--- src/rtl/instr_mem_pipe_pkg.sv ---
// Shared constants and payload types for the pipelined instruction memory.
package instr_mem_pipe_pkg;

    localparam int unsigned INST_W     = 32;
    localparam int unsigned RD_LAT_MIN = 1;
    localparam int unsigned RD_LAT_MAX = 2;

    localparam logic [INST_W-1:0] NOP_INST_DEF = 32'h0000_0013;

    typedef struct packed {
        logic [INST_W-1:0] inst;
        logic              misaligned;
        logic              out_of_range;
    } word_rsp_t;

endpackage

--- src/rtl/instr_mem_array.sv ---
// Byte-wide program RAM with a combinational little-endian word read and
// fetch fault detection (misalignment first, then range).
module instr_mem_array
    import instr_mem_pipe_pkg::*;
#(
    parameter int unsigned       ADDR_W   = 64,
    parameter int unsigned       DEPTH    = 256,
    parameter logic [INST_W-1:0] NOP_INST = NOP_INST_DEF
) (
    input  logic              clk,
    input  logic              prog_we,
    input  logic [ADDR_W-1:0] prog_addr,
    input  logic [7:0]        prog_data,
    input  logic [ADDR_W-1:0] rd_addr,
    output word_rsp_t         rd_rsp_c
);

    localparam int unsigned IDX_W = $clog2(DEPTH);

    logic [7:0]        mem_q [DEPTH];
    logic              prog_hit_c;
    logic [ADDR_W:0]   rd_end_c;
    logic [IDX_W-1:0]  rd_base_c;

    assign prog_hit_c = prog_addr < ADDR_W'(DEPTH);
    // one extra bit so the last-byte address can never wrap back into range
    assign rd_end_c   = {1'b0, rd_addr} + (ADDR_W+1)'(3);
    assign rd_base_c  = {rd_addr[IDX_W-1:2], 2'b00};

    // Storage has no reset so a loaded image survives a core reset.
    always_ff @(posedge clk) begin
        if (prog_we && prog_hit_c) begin
            mem_q[prog_addr[IDX_W-1:0]] <= prog_data;
        end
    end

    always_comb begin
        rd_rsp_c = '{inst: NOP_INST, misaligned: 1'b0, out_of_range: 1'b0};
        if (rd_addr[1:0] != 2'b00) begin
            rd_rsp_c.misaligned = 1'b1;
        end else if (rd_end_c >= (ADDR_W+1)'(DEPTH)) begin
            rd_rsp_c.out_of_range = 1'b1;
        end else begin
            rd_rsp_c.inst = {mem_q[rd_base_c + IDX_W'(3)], mem_q[rd_base_c + IDX_W'(2)],
                             mem_q[rd_base_c + IDX_W'(1)], mem_q[rd_base_c]};
        end
    end

endmodule

--- src/rtl/instr_mem_pipe.sv ---
// Clocked instruction memory for the RV64 IF stage: 1- or 2-cycle fetch
// pipeline with stall/flush control and a byte-wide program-load port.
module instr_mem_pipe
    import instr_mem_pipe_pkg::*;
#(
    parameter int unsigned       ADDR_W       = 64,
    parameter int unsigned       DEPTH        = 256,
    parameter int unsigned       READ_LATENCY = 1,
    parameter logic [INST_W-1:0] NOP_INST     = NOP_INST_DEF
) (
    input  logic              clk,
    input  logic              reset,
    input  logic              fetch_req,
    input  logic [ADDR_W-1:0] fetch_addr,
    output logic              fetch_ready,
    input  logic              stall,
    input  logic              flush,
    output logic              inst_valid,
    output logic [INST_W-1:0] inst_out,
    output logic [ADDR_W-1:0] inst_pc,
    output logic              misaligned,
    output logic              out_of_range,
    input  logic              prog_we,
    input  logic [ADDR_W-1:0] prog_addr,
    input  logic [7:0]        prog_data
);

    localparam int unsigned LAT = (READ_LATENCY < RD_LAT_MIN) ? RD_LAT_MIN :
                                  (READ_LATENCY > RD_LAT_MAX) ? RD_LAT_MAX : READ_LATENCY;
    localparam bit TWO_STAGE = (LAT == RD_LAT_MAX);

    logic              accept_c;
    word_rsp_t         rd_rsp_c;
    logic              src_live_c;
    word_rsp_t         src_rsp_c;
    logic [ADDR_W-1:0] src_pc_c;

    logic              s1_valid_q, s1_valid_d;
    word_rsp_t         s1_rsp_q, s1_rsp_d;
    logic [ADDR_W-1:0] s1_pc_q, s1_pc_d;
    logic              inst_valid_q, inst_valid_d;
    word_rsp_t         out_rsp_q, out_rsp_d;
    logic [ADDR_W-1:0] out_pc_q, out_pc_d;

    assign fetch_ready = !stall && !prog_we;
    assign accept_c    = fetch_req && fetch_ready;

    instr_mem_array #(
        .ADDR_W   (ADDR_W),
        .DEPTH    (DEPTH),
        .NOP_INST (NOP_INST)
    ) u_array (
        .clk       (clk),
        .prog_we   (prog_we),
        .prog_addr (prog_addr),
        .prog_data (prog_data),
        .rd_addr   (fetch_addr),
        .rd_rsp_c  (rd_rsp_c)
    );

    // Output stage is fed by the extra stage, or straight from the array at latency 1.
    assign src_live_c = TWO_STAGE ? (s1_valid_q && !flush) : accept_c;
    assign src_rsp_c  = TWO_STAGE ? s1_rsp_q : rd_rsp_c;
    assign src_pc_c   = TWO_STAGE ? s1_pc_q  : fetch_addr;

    always_comb begin
        s1_valid_d   = s1_valid_q;
        s1_rsp_d     = s1_rsp_q;
        s1_pc_d      = s1_pc_q;
        inst_valid_d = inst_valid_q;
        out_rsp_d    = out_rsp_q;
        out_pc_d     = out_pc_q;

        // flush beats stall for valid bits; payloads only move when not stalled
        if (!stall || flush) begin
            s1_valid_d   = TWO_STAGE && accept_c;
            inst_valid_d = src_live_c;
        end
        if (!stall && accept_c && TWO_STAGE) begin
            s1_rsp_d = rd_rsp_c;
            s1_pc_d  = fetch_addr;
        end
        if (!stall && src_live_c) begin
            out_rsp_d = src_rsp_c;
            out_pc_d  = src_pc_c;
        end
    end

    always_ff @(posedge clk or negedge reset) begin
        if (!reset) begin
            s1_valid_q   <= 1'b0;
            s1_rsp_q     <= '0;
            s1_pc_q      <= '0;
            inst_valid_q <= 1'b0;
            out_rsp_q    <= '0;
            out_pc_q     <= '0;
        end else begin
            s1_valid_q   <= s1_valid_d;
            s1_rsp_q     <= s1_rsp_d;
            s1_pc_q      <= s1_pc_d;
            inst_valid_q <= inst_valid_d;
            out_rsp_q    <= out_rsp_d;
            out_pc_q     <= out_pc_d;
        end
    end

    assign inst_valid   = inst_valid_q;
    assign inst_out     = out_rsp_q.inst;
    assign inst_pc      = out_pc_q;
    assign misaligned   = out_rsp_q.misaligned;
    assign out_of_range = out_rsp_q.out_of_range;

endmodule

--- config.mk ---
export PLATFORM = sky130hd
export DESIGN_NAME = instr_mem_pipe
export DESIGN_NICKNAME = d
export VERILOG_FILES = /design/src/rtl/instr_mem_pipe_pkg.sv /design/src/rtl/instr_mem_array.sv /design/src/rtl/instr_mem_pipe.sv
export SDC_FILE = /design/constraint.sdc
export NUM_CORES = 2
export LEC_CHECK = 0
export CAP_MARGIN = 40
export CORE_MARGIN = 1.5
export CORE_UTILIZATION = 45
export DETAILED_ROUTE_END_ITERATION = 12
export PLACE_DENSITY_LB_ADDON = 0.1
export SETUP_SLACK_MARGIN = 0.02
export SYNTH_ARGS = -nofsm -noshare
export SYNTH_HDL_FRONTEND = slang
export SYNTH_SLANG_ARGS = --single-unit
--- constraint.sdc ---
create_clock -name clk -period 2.9 [get_ports clk]
set_input_delay 0.87 -clock clk [delete_from_list [all_inputs] [get_ports clk]]
set_output_delay 0.87 -clock clk [all_outputs]
set_load 0.03 [all_outputs]
==> out/metrics.csv <==
metric,value,unit
Finished Cell Area,0.106,mm^2
leakage,35.1,nW
most frequent cells in the layout,"edfxtp_1 (2048), mux4_2 (650), buf_4 (489)",
Most used DFF post-synth,edfxtp_1,
drt first-iter violations,4217,
Slew headroom,0.470,
cell with the largest stage delay on the worst path,or4_4,
Ports,242,
"Async S/R FF share, synth",0.0461,
dpl ws,-1.92,ns
antenna-violating nets left,0,
layout overhead on the synthesized area,26.3,%
Max-cap violations,0,
DIE AREA,0.189,mm^2
Startpoint Class,input port,
peak supply drop,593,uV
Max H-tree Level,4,
grt ovf,0,
post-synthesis sequential area ratio,0.761,
worst-skew pair later-pin latency,0.87,ns
reg2reg setup slack,0.55,ns
ranking of synthesized cells by area,"edfxtp_1 (73%), mux4_2 (17%), dfrtp_1 (2.9%)",
Avg WL per Cell,30.1,um
crit-path cells,buf_6 > o211ai_1 > buf_4 > or3_4 > or4_4 > o21a_1 > a211oi_2 > nand4_1 > nor4_4 > buf_4 > nand3_4 > buf_12 > o22a_1,
Fillers,14000,
Port-buffer cells,241,
final WL,229000,um
pwr dens,618,mW/mm^2
Max Freq,328,MHz
Clock transition at path regs,0.06,ns
Initial Util,0.453,
vias,43300,
syn_area_per_cell,21.4,um^2
Detailed Place HPWL,148000,um
Worst Path Arrival,3.79,ns
vias per cell,5.69,
share of cells above drive strength 1,0.405,
Post-Syn Area,0.0841,mm^2
Setup CP Type,input port to flip-flop,
die width,435,um
Worst Path Max Fanout,7,
power share of the combinational group,0.069,
CTS Buf Count,218,
RSZ-0062 raised after global routing,true,
Synth top area share,0.731,
Flop pwr share,0.521,
min Tclk post-route,3.05,ns
overall power,65.6,mW
first-pass GRT wire length,325000,um
Final Hold Fails,0,
post-synthesis cell count,3931,
routability cong.,0.894,
post-synth top area cell,edfxtp_1,
NumNets Final,5083,
worst slew pin tran,0.785,ns
Switching Share,0.218,
Hold Startpoint,fetch_addr[10],
TritonCTS clock tree,done,
"leading cell type in the layout, fill and taps excluded",edfxtp_1,
Syn Nets,4073,
crit-path max cell delay,0.56,ns
Crit path top cell by count,buf_4,
Synth cell types,68,
P_int,51.3,mW
clock network power share,0.411,
Worst Setup SP,fetch_addr[0],
Finished Core Util,0.573,
pins over their slew limit,0,
r2r startpoint,u_array.mem_q[47][7],
cell row count,158,
HP Class,input port to flip-flop,
core area,0.185,mm^2
largest net degree at the start of global routing,101,
GRT Total Usage,0.240,
drt pass-1 iters,5,
switching pwr,14.3,mW
Worst Slack Setup Final,-0.145,ns
Bufs on Longest Clock Path,3,
status,"complete, but fails checks",
placed inst area,0.0979,mm^2
initial antenna violation count,11,
clk root buf,clkbuf_16,
Layout Skew,0.0319,ns
Synth Register Bits,2147,
clock sink count,2147,
WP data required,3.64,ns
CP endpoint kind,flip-flop,
Synthesis Warnings,0,
number of flops mapped to enable cells by yosys,2048,
failing checks,negative setup slack,
final worst-path cycle share,1.05,
Setup Viol. Count Final,33,
DRC,0,
vias in the first global route,44800,
Die Y,435,um
-- final timing paths --
check | depth (start not counted) | to
setup reg to reg | 8 | inst_out[31]
setup / recovery | 13 | inst_out[1]
min in group asynchronous | 2 | inst_out[30]
hold reg to reg | 2 | inst_pc[57]
max in group asynchronous | 3 | inst_out[15]
hold / removal | 3 | inst_pc[10]
-- timing repair --
| action | 4_1_cts | 5_1_grt |
|---|---|---|
| cloned | 5 | 7 |
| resized for setup | 297 | 122 |
| pin swaps | 47 | 22 |
| hold endpoints to repair | 21 | 0 |
| hold buffers | 1 | 0 |
| endpoints found under the setup margin | 2120 | 1658 |
| buffers inserted | 22 | 5 |
-- critical path, delay by kind of cell --
family | cells | cell delay [ns]
buffers and inverters | 4 | 0.64
AOI/OAI and AO/OA | 4 | 0.61
and+or+nand+nor | 5 | 1.66
-- power groups by stage --
| stage | clock network (mW) | registers, mW | logic [mW] |
|---|---|---|---|
| floorplan | 0 | 35.1 | 1.74 |
| global placement | 0 | 34.8 | 4.45 |
| detailed placement | 0 | 34.8 | 4.47 |
| CTS | 27.5 | 34.2 | 4.54 |
| global route | 28.6 | 34.2 | 4.74 |
| finish | 26.9 | 34.2 | 4.49 |
-- synth_stat cells, types with 3 or more instances --
master	n
a21oi_1	9
xnor2_1	10
nand3_1	29
or3_1	8
nor4_1	24
buf_2	17
mux2i_1	32
clkbuf_1	133
and4_1	10
a22oi_1	9
or4_1	7
nor3b_1	3
nor3_1	23
o31ai_1	4
o311ai_0	8
mux2_2	7
buf_1	68
o31a_1	3
inv_1	9
o211ai_1	5
dfrtp_1	99
and3_1	11
o22a_1	3
mux4_2	650
a211oi_1	3
a31oi_1	3
xor2_1	3
edfxtp_1	2048
nand2b_1	4
nand4_1	32
nand2_1	285
nor2_1	283
o21ai_1	10
nor2b_1	6
o21ai_2	20
and2_1	4
o21ai_0	13
-- metrics by stage --
stage	instances	hold slack [ns]	TNS, ns
2_1_floorplan	3931	0.574	-25.79
4_1_cts	7590	0.244	-0.130
5_1_grt	7604	0.279	-7.99
6_report	7606	0.307	-2.49
3_3_place_gp	7161	0.456	-2367.60
3_5_place_dp	7162	0.462	-2323.77
-- cell families (layout without fill, tap and decap cells) --
logic type                count (synthesis)  in the layout  synth area share
buffers and inverters                   229           1420            0.0107
muxes                                   689            689             0.179
other                                     0              4                 0
DFF                                    2147           2147             0.761
and+or+nand+nor                         745            745            0.0389
xor gates and xnor gates                 13             13           0.00135
AOI/OAI and AO/OA                       108            108           0.00940
-- flip-flops by register name, indices dropped and copies added, names as in the netlist --
register and flops:
inst_out 32, inst_pc 64, inst_valid 1, misaligned 1, out_of_range 1, u_array.mem_q 2048
-- area by class of cell --
class / instances / area [um^2] / share of cell area
multi-input cells: 1555 / 20900 / 0.197
inverters: 9 / 33.8 / 0.000318
flip-flops and latches: 2147 / 64000 / 0.603
repair buffers: 1010 / 11300 / 0.107
diodes: 4 / 10.0 / 0.0000943
clock inverters: 112 / 871 / 0.00820
clock buffers: 289 / 5920 / 0.0558
well taps: 2480 / 3100 / 0.0292
-- layer usage --
metal,GRT usage,vias to the layer above,share of wire
met5,0,-,0.00012
met4,0.0787,4,0.033
met3,0.0361,304,0.054
met1,0.330,23200,0.42
li1,-,18400,-
met2,0.396,1387,0.50
(Power assumes the default switching activity.)
